**config.mk**
```make
export PLATFORM = sky130hd
export DESIGN_NAME = enc_gray_seq
export DESIGN_NICKNAME = d
export VERILOG_FILES = /design/src/rtl/enc_gray_seq.sv
export SDC_FILE = /design/constraint.sdc
export NUM_CORES = 1
export LEC_CHECK = 0
export CAP_MARGIN = 10
export CORE_MARGIN = 2
export CORE_UTILIZATION = 60
export DETAILED_ROUTE_END_ITERATION = 10
export DONT_BUFFER_PORTS = 1
export PLACE_DENSITY = 0.75
export SLEW_MARGIN = 25
export SYNTH_ARGS = -nofsm -noshare
export SYNTH_HDL_FRONTEND = slang
export SYNTH_SLANG_ARGS = --single-unit
export TNS_END_PERCENT = 10
```
**constraint.sdc**
```tcl
create_clock -name clk -period 2.1 [get_ports clk]
set_input_delay 0.105 -clock clk [delete_from_list [all_inputs] [get_ports clk]]
set_output_delay 0.105 -clock clk [all_outputs]
set_load 0.05 [all_outputs]
```
**src/rtl/enc_gray_seq.sv**
```systemverilog
// rtl/enc_gray_seq.sv - Gray-code sequence generator with ready/valid output handshake.
// Optional parity output enabled by macro ENC_GRAY_SEQ_PARITY_EN.
module enc_gray_seq #(
  parameter int WIDTH = 10
) (
  input  logic             clk,
  input  logic             rst,
  input  logic             start,
  input  logic             stop,
  input  logic [WIDTH-1:0] limit,
  input  logic             wrap_en,
  input  logic             out_ready,
  output logic             out_valid,
  output logic [WIDTH-1:0] gray,
  output logic [WIDTH-1:0] bin_idx,
  output logic             busy,
`ifdef ENC_GRAY_SEQ_PARITY_EN
  output logic             done,
  output logic             parity
`else
  output logic             done
`endif
);

  localparam logic [1:0] S_IDLE = 2'd0;
  localparam logic [1:0] S_RUN  = 2'd1;
  localparam logic [1:0] S_DONE = 2'd2;

  logic [1:0]       state_q, state_d;
  logic [WIDTH-1:0] bin_q, bin_d;
  logic [WIDTH-1:0] gray_q, gray_d;
  logic [WIDTH-1:0] limit_q, limit_d;
  logic             wrap_q, wrap_d;
  logic             stop_pend_q, stop_pend_d;

  always_comb begin
    state_d     = state_q;
    bin_d       = bin_q;
    limit_d     = limit_q;
    wrap_d      = wrap_q;
    stop_pend_d = stop_pend_q;
    case (state_q)
      S_IDLE: begin
        if (start) begin
          limit_d     = limit;
          wrap_d      = wrap_en;
          bin_d       = '0;
          stop_pend_d = 1'b0;
          state_d     = S_RUN;
        end
      end
      S_RUN: begin
        // Compare before incrementing so an all-ones limit never overflows bin_idx.
        if (out_ready) begin
          if (stop_pend_q || stop) begin
            state_d     = S_DONE;
            stop_pend_d = 1'b0;
          end else if (bin_q == limit_q) begin
            if (wrap_q) begin
              bin_d = '0;
            end else begin
              state_d = S_DONE;
            end
          end else begin
            bin_d = bin_q + WIDTH'(1);
          end
        end else if (stop) begin
          stop_pend_d = 1'b1;
        end
      end
      S_DONE: begin
        state_d = S_IDLE;
      end
      default: begin
        state_d = S_IDLE;
      end
    endcase
    gray_d = bin_d ^ (bin_d >> 1);
  end

  always_ff @(posedge clk) begin
    if (rst) begin
      state_q     <= S_IDLE;
      bin_q       <= '0;
      gray_q      <= '0;
      limit_q     <= '0;
      wrap_q      <= 1'b0;
      stop_pend_q <= 1'b0;
    end else begin
      state_q     <= state_d;
      bin_q       <= bin_d;
      gray_q      <= gray_d;
      limit_q     <= limit_d;
      wrap_q      <= wrap_d;
      stop_pend_q <= stop_pend_d;
    end
  end

`ifdef ENC_GRAY_SEQ_PARITY_EN
  logic parity_q;

  always_ff @(posedge clk) begin
    if (rst) begin
      parity_q <= 1'b0;
    end else begin
      parity_q <= ^gray_d;
    end
  end

  assign parity = parity_q;
`endif

  assign out_valid = (state_q == S_RUN);
  assign busy      = (state_q == S_RUN);
  assign done      = (state_q == S_DONE);
  assign gray      = gray_q;
  assign bin_idx   = bin_q;

endmodule

```
==> results of run 1 <==
==> power by group <==
group          leakage, nW  switching (W)  internal [W]
clock network       0.0382       0.000235      0.000163
logic                0.606       0.000152      0.000131
registers            0.275      0.0000207      0.000638
total                0.919       0.000407      0.000933
==> worst max-delay path by stage <==
| stage | from | to | slack, ns | cells after the start |
|---|---|---|---|---|
| final | bin_idx[6] | gray[3] | -0.03 | 9 |
| after global routing | bin_idx[6] | gray[5] | -0.13 | 9 |
| after CTS | limit_q[1] | gray[1] | 0.001 | 7 |
| after detailed placement | limit_q[1] | gray[2] | 0.01 | 8 |
| after global placement | bin_idx[3] | gray[4] | 0.04 | 8 |
| after floorplan | bin_idx[1] | gray[6] | 0.01 | 7 |
==> cells by family (layout without fill, tap and decap cells) <==
| logic type | Yosys count | count (layout) | synth area share (%) |
|---|---|---|---|
| AND/OR/NAND/NOR | 86 | 86 | 22.98 |
| AO/OA/AOI/OAI | 73 | 73 | 27.95 |
| flip-flops | 33 | 33 | 35.06 |
| buffers and inverters | 19 | 56 | 6.108 |
| XOR/XNOR | 13 | 13 | 7.238 |
| adder cells (fa/ha/maj) | 1 | 1 | 0.6639 |
==> area by class of cell <==
cell class | count | area share [%]
clock buffers | 6 | 2.160
clock inverters | 2 | 0.5796
flip-flops and latches | 33 | 28.98
multi-input cells | 173 | 49.84
well taps | 44 | 2.318
repair buffers | 45 | 15.65
inverters | 3 | 0.4742
==> worst reg2reg max path, cell delays in order (launching register included) <==
cell and delay [ns]:
dfxtp_2 0.36, xnor2_2 0.16, nand4_1 0.13, buf_4 0.16
o41a_4 0.51, o21ai_4 0.19, buf_4 0.18, a21oi_4 0.07
nand3b_4 0.17, a21oi_2 0.13
==> metrics by stage <==
stage          instances  utilization, %  setup slack, ns  hold WS, ns  instance area, um^2
6_report             306           78.43         -0.03176      -0.1957                 2375
5_1_grt              306           78.43          -0.1305      -0.2216                 2375
4_1_cts              294           72.89         0.001380      -0.2123                 2207
3_5_place_dp         273           66.32          0.01117       0.1743                 2008
3_3_place_gp         273           66.32          0.04269       0.1711                 2008
2_1_floorplan        225               -          0.01099       0.2410                 1907
==> cells in the mapped netlist, types with 3 or more instances <==
| master | count | share of area (%) |
|---|---|---|
| nand2_1 | 36 | 7.2 |
| a21oi_2 | 4 | 1.9 |
| nor2_1 | 18 | 3.6 |
| nor3_1 | 4 | 1.1 |
| o21ai_0 | 11 | 2.9 |
| nand3_1 | 5 | 1.3 |
| buf_4 | 3 | 1.2 |
| and3_1 | 4 | 1.3 |
| xnor2_1 | 8 | 3.7 |
| a31oi_1 | 6 | 2.0 |
| xnor2_2 | 3 | 2.6 |
| inv_1 | 3 | 0.60 |
| o21ai_1 | 3 | 0.80 |
| a21oi_1 | 26 | 6.9 |
| clkbuf_1 | 6 | 1.2 |
| buf_6 | 4 | 2.4 |
| dfxtp_1 | 33 | 35 |
==> sequential cells by signal (all words and copies together) (netlist names) <==
| name | cells |
|---|---|
| stop_pend_q | 1 |
| state_q | 2 |
| bin_idx | 9 |
| wrap_q | 1 |
| limit_q | 10 |
| gray | 10 |
==> per-layer routing <==
metal	GRT usage (%)	vias to the layer above	share of wire (%)
li1	-	866	-
met1	37.22	819	42
met2	43.48	78	48
met3	9.091	12	7.6
met4	10.48	0	2.5
met5	0	-	0
==> timing repair <==
| item | in CTS | in global routing |
|---|---|---|
| hold endpoints to repair | 28 | 15 |
| gates resized for setup | 1 | 18 |
| cloned | 0 | 1 |
| setup buffers | 0 | 11 |
| pin swaps | 1 | 15 |
| endpoints found under the setup margin | 1 | 12 |
==> out/qor.yml, run 1 <==
run_status:
  outcome: "complete, but fails checks"
  violations: "hold timing, setup timing"
setup_path:
  r2r-end: "gray[3]"
  start_kind: "register"
  rrSetupSlack_ns: -0.03
  r2r_start: "bin_idx[6]"
  end_kind: "register"
  cp_data_required_time_ns: 2.38
  path_delay_family: "compound AO/OA/AOI/OAI gates"
  ff2ff_path_depth: 9
  cp.arrival_ns: 2.41
  path_buf_inv: 2
  cpPeakStageDelay_ns: 0.51
  critical_path_class: "register to register"
  path_max_fanout: 5
  crit_top_cell: "buf_4"
  critPathSlowestCell: "o41a_4"
  crit_path_cell_trace: "xnor2_2, nand4_1, buf_4, o41a_4, o21ai_4, buf_4, a21oi_4, nand3b_4, a21oi_2"
die:
  initial_utilization_pct: 62.23
  rows: 20
  core_um2: 3028
  die_area_um2: 3605
  die_h_um: 60.04
  io_pins: 39
  die_x_um: 60.04
worst_hold_path:
  hp-class: "input port to register"
  min_from: "rst"
  holdPathEnd: "bin_idx[5]"
  holdPathStages: 1
clock_tree:
  clkTransAtPathRegs_ns: 0.12
  clockRootBuffer: "clkbuf_4"
  cts_sinks: 33
  clock_latency_ns: 0.35
  cts_buffers: 5
  cts_tree: "done"
  clock_path_buffers: 2
  htreeDepth: 2
  cts_hold_buf: 13
logic_synthesis:
  synthCells: 225
  syn_avg_cell_area_um2: 8.375
  syn-cell-area_um2: 1884
  synth_sequential_area_ratio_pct: 35.06
  synthArstFlopShare_pct: 0
  synth_edf_count: 0
  synth_warnings: 0
  synthFlopType: "dfxtp_1"
  yosys_register_bits: 33
  syn-num-nets: 242
  ys_types: 56
timing:
  rsz0062_at_grt: "true"
  timing.final.crit_share_pct: 101.5
  tns_ns: -0.06304
  slew_violations: 0
  slew_headroom_pct: 64.53
  hold_viol_final: 15
  period_needed_ns: 2.132
  tightest_slew_ns: 0.5301
  setup_ws_ns: -0.03176
  fmax_mhz: 469.1
  skew_ns: 0.01375
  setup_viol: 2
  fin_hold_ws_ns: -0.1957
drt:
  wire_per_inst_um: 16.30
  vias: 1775
  viasPerCell: 5.801
  drt_iter0_drc: 188
  drc: 0
  first_pass_iters: 5
  antenna_left: 0
  wl_um: 4989
flow_run:
  max_cap_viol_count: 0
cells_and_area:
  area_growth_pct: 26.03
  seqCellArea_um2: 688.2
  drive_gt1_share_pct: 31.30
  multiInputGateArea_um2: 1184
  final_cell_mix: "nand2_1, buf_4, a21oi_1"
  fillCellCount: 206
  final_net_count: 278
  n_antenna_cell: 0
  layout_commonest_cell: "nand2_1"
global_routing:
  grt.overflow.total: 0
  grt_pass1_wl_um: 7514
  grt_pass1_vias: 1635
  antenna_found_initial: 0
  grt_max_degree: 30
  track_usage_pct: 28.37
power:
  power_w: 0.001340
  p_per_area_nw_per_um2: 564.2
  ir_drop_mv: 0.5685
  power_leakage_nw: 0.9194
placed_design:
  io_buffers: 0
  hpwl_um: 3313
  place_congestion: 0.8890
Note: power is estimated with default switching activity, not from simulation.
==> run 2, diff against run 1 <==
--- a/config.mk
+++ b/config.mk
@@ -10,6 +10,7 @@
 export CORE_UTILIZATION = 60
 export DETAILED_ROUTE_END_ITERATION = 10
 export DONT_BUFFER_PORTS = 1
+export MAX_ROUTING_LAYER = met4
 export PLACE_DENSITY = 0.75
 export SLEW_MARGIN = 25
 export SYNTH_ARGS = -nofsm -noshare
==> run 2 against run 1 <==
  * The run now ends clean
  * Via count rose by 2.7%
  * Sequential power barely moved
  * Clock-buffer cell count did not move
  * Clock skew fell by 0.0053 ns
  * Clock power fell by 2%
  * Combinational power fell by 6%
  * Critical path depth fell by 2
  * Flip-flop and latch count did not move
  * Core utilization fell by 0.54 points
  * Highest routed layer unchanged
==> out/qor.yml, run 2 (synthesized netlist as in run 1, its figures left out) <==
clock_tree:
  htreeDepth: 2
  clockRootBuffer: "clkbuf_4"
  clkTransAtPathRegs_ns: 0.11
  cts_tree: "done"
  cts_sinks: 33
  clock_latency_ns: 0.34
  cts_buffers: 5
  clock_path_buffers: 2
die:
  die_h_um: 60.04
  die_area_um2: 3605
  initial_utilization_pct: 62.23
  rows: 20
  core_um2: 3028
  io_pins: 39
  die_x_um: 60.04
drt:
  wire_per_inst_um: 16.51
  drt_iter0_drc: 164
  viasPerCell: 5.977
  drc: 0
  vias: 1823
  first_pass_iters: 4
  wl_um: 5037
  antenna_left: 0
global_routing:
  track_usage_pct: 30.38
  grt_pass1_wl_um: 7900
  antenna_found_initial: 0
  grt_max_degree: 28
  grt.overflow.total: 0
  grt_pass1_vias: 1711
setup_path:
  path_buf_inv: 0
  end_kind: "register"
  startpoint: "bin_idx[1]"
  start_kind: "register"
  r2r_start: "bin_idx[1]"
  cp_data_required_time_ns: 2.32
  critical_path_class: "register to register"
  crit_path_cell_trace: "xnor2_2, nand4_4, o41a_4, o21ai_4, a22o_4, xor2_1, nor2_1"
  critPathSlowestCell: "o41a_4"
  cpPeakStageDelay_ns: 0.54
  cp.arrival_ns: 2.30
  path_max_fanout: 8
  path_delay_family: "compound AO/OA/AOI/OAI gates"
placed_design:
  dp.cells: 272
  place_congestion: 0.8894
  placedInstanceArea_um2: 2001
  io_buffers: 0
  hpwl_um: 3325
  pre_cts_ws_ns: -0.02567
cells_and_area:
  fillCellCount: 207
  multiInputGateArea_um2: 1169
  final_cell_mix: "nand2_1, a21oi_1, buf_4"
  area_growth_pct: 25.17
  seqCellArea_um2: 686.9
  final_net_count: 277
  stdcell_area_um2: 2359
  n_antenna_cell: 0
  instances_no_fill: 305
  drive_gt1_share_pct: 30.65
  layout_commonest_cell: "nand2_1"
timing:
  fin_hold_ws_ns: 0.05316
  tightest_slew_ns: 0.5456
  setup_ws_ns: 0.01927
  period_needed_ns: 2.081
  hold_viol_final: 0
  fmax_mhz: 480.6
  setup_viol: 0
  timing.final.crit_share_pct: 99.08
  slew_violations: 0
  rsz0062_at_grt: "true"
  skew_ns: 0.008469
  slew_headroom_pct: 63.62
power:
  power_leakage_nw: 0.8834
  ir_drop_mv: 0.5100
  p_per_area_nw_per_um2: 558.4
  power_w: 0.001317
worst_hold_path:
  hp-class: "input port to register"
  min_from: "stop"
run_status:
  outcome: "completed"
flow_run:
  max_cap_viol_count: 0
-- run 2: layer usage --
layer  vias to the layer above  part of all wire, %  GRT usage [%]
li1                        868                    -              -
met1                       852                   40          38.64
met2                        89                   48          47.36
met3                        14                  9.3          7.143
met4                         0                  2.6          10.16
met5                         -                    0              -
-- run 2: cell type report --
| class | instances | area share [%] |
|---|---|---|
| clock buffer | 6 | 2.175 |
| clock inverter | 2 | 0.5836 |
| inverter | 3 | 0.4775 |
| multi-input combinational | 173 | 49.55 |
| sequential | 33 | 29.12 |
| tap | 44 | 2.334 |
| timing repair buffer | 44 | 15.76 |
-- run 2: worst min-delay path, stage by stage --
cell and delay (ns):
o211ai_1 0.06, a21oi_1 0.14, nor3_1 0.06
-- run 2: where the power goes --
part | total, W | internal [W] | switching (W)
Clock | 0.000391 | 0.000163 | 0.000228
Sequential | 0.000659 | 0.000638 | 0.0000207
Combinational | 0.000267 | 0.000115 | 0.000152
-- run 2: final timing paths --
kind,end,slack [ns],depth (start not counted)
worst max-delay path,gray[0],0.02,7
worst min-delay path,stop_pend_q,0.05,3
worst max register to register,gray[0],0.02,7
worst min register to register,limit_q[7],0.49,2
-- run 2: per-stage QoR --
stage          util [%]  setup TNS, ns
5_1_grt           77.89        -0.3740
3_5_place_dp      66.07       -0.04685
4_1_cts           73.55              0
3_3_place_gp      66.07              0
2_1_floorplan         -              0
6_report          77.89              0
-- run 2: what timing repair did --
action,4_1_cts,5_1_grt
gates cloned,0,1
gates resized for setup,2,14
hold buffers,15,0
hold endpoints to repair,28,0
buffers inserted,0,9
endpoints found under the setup margin,2,11
pin swaps,2,10
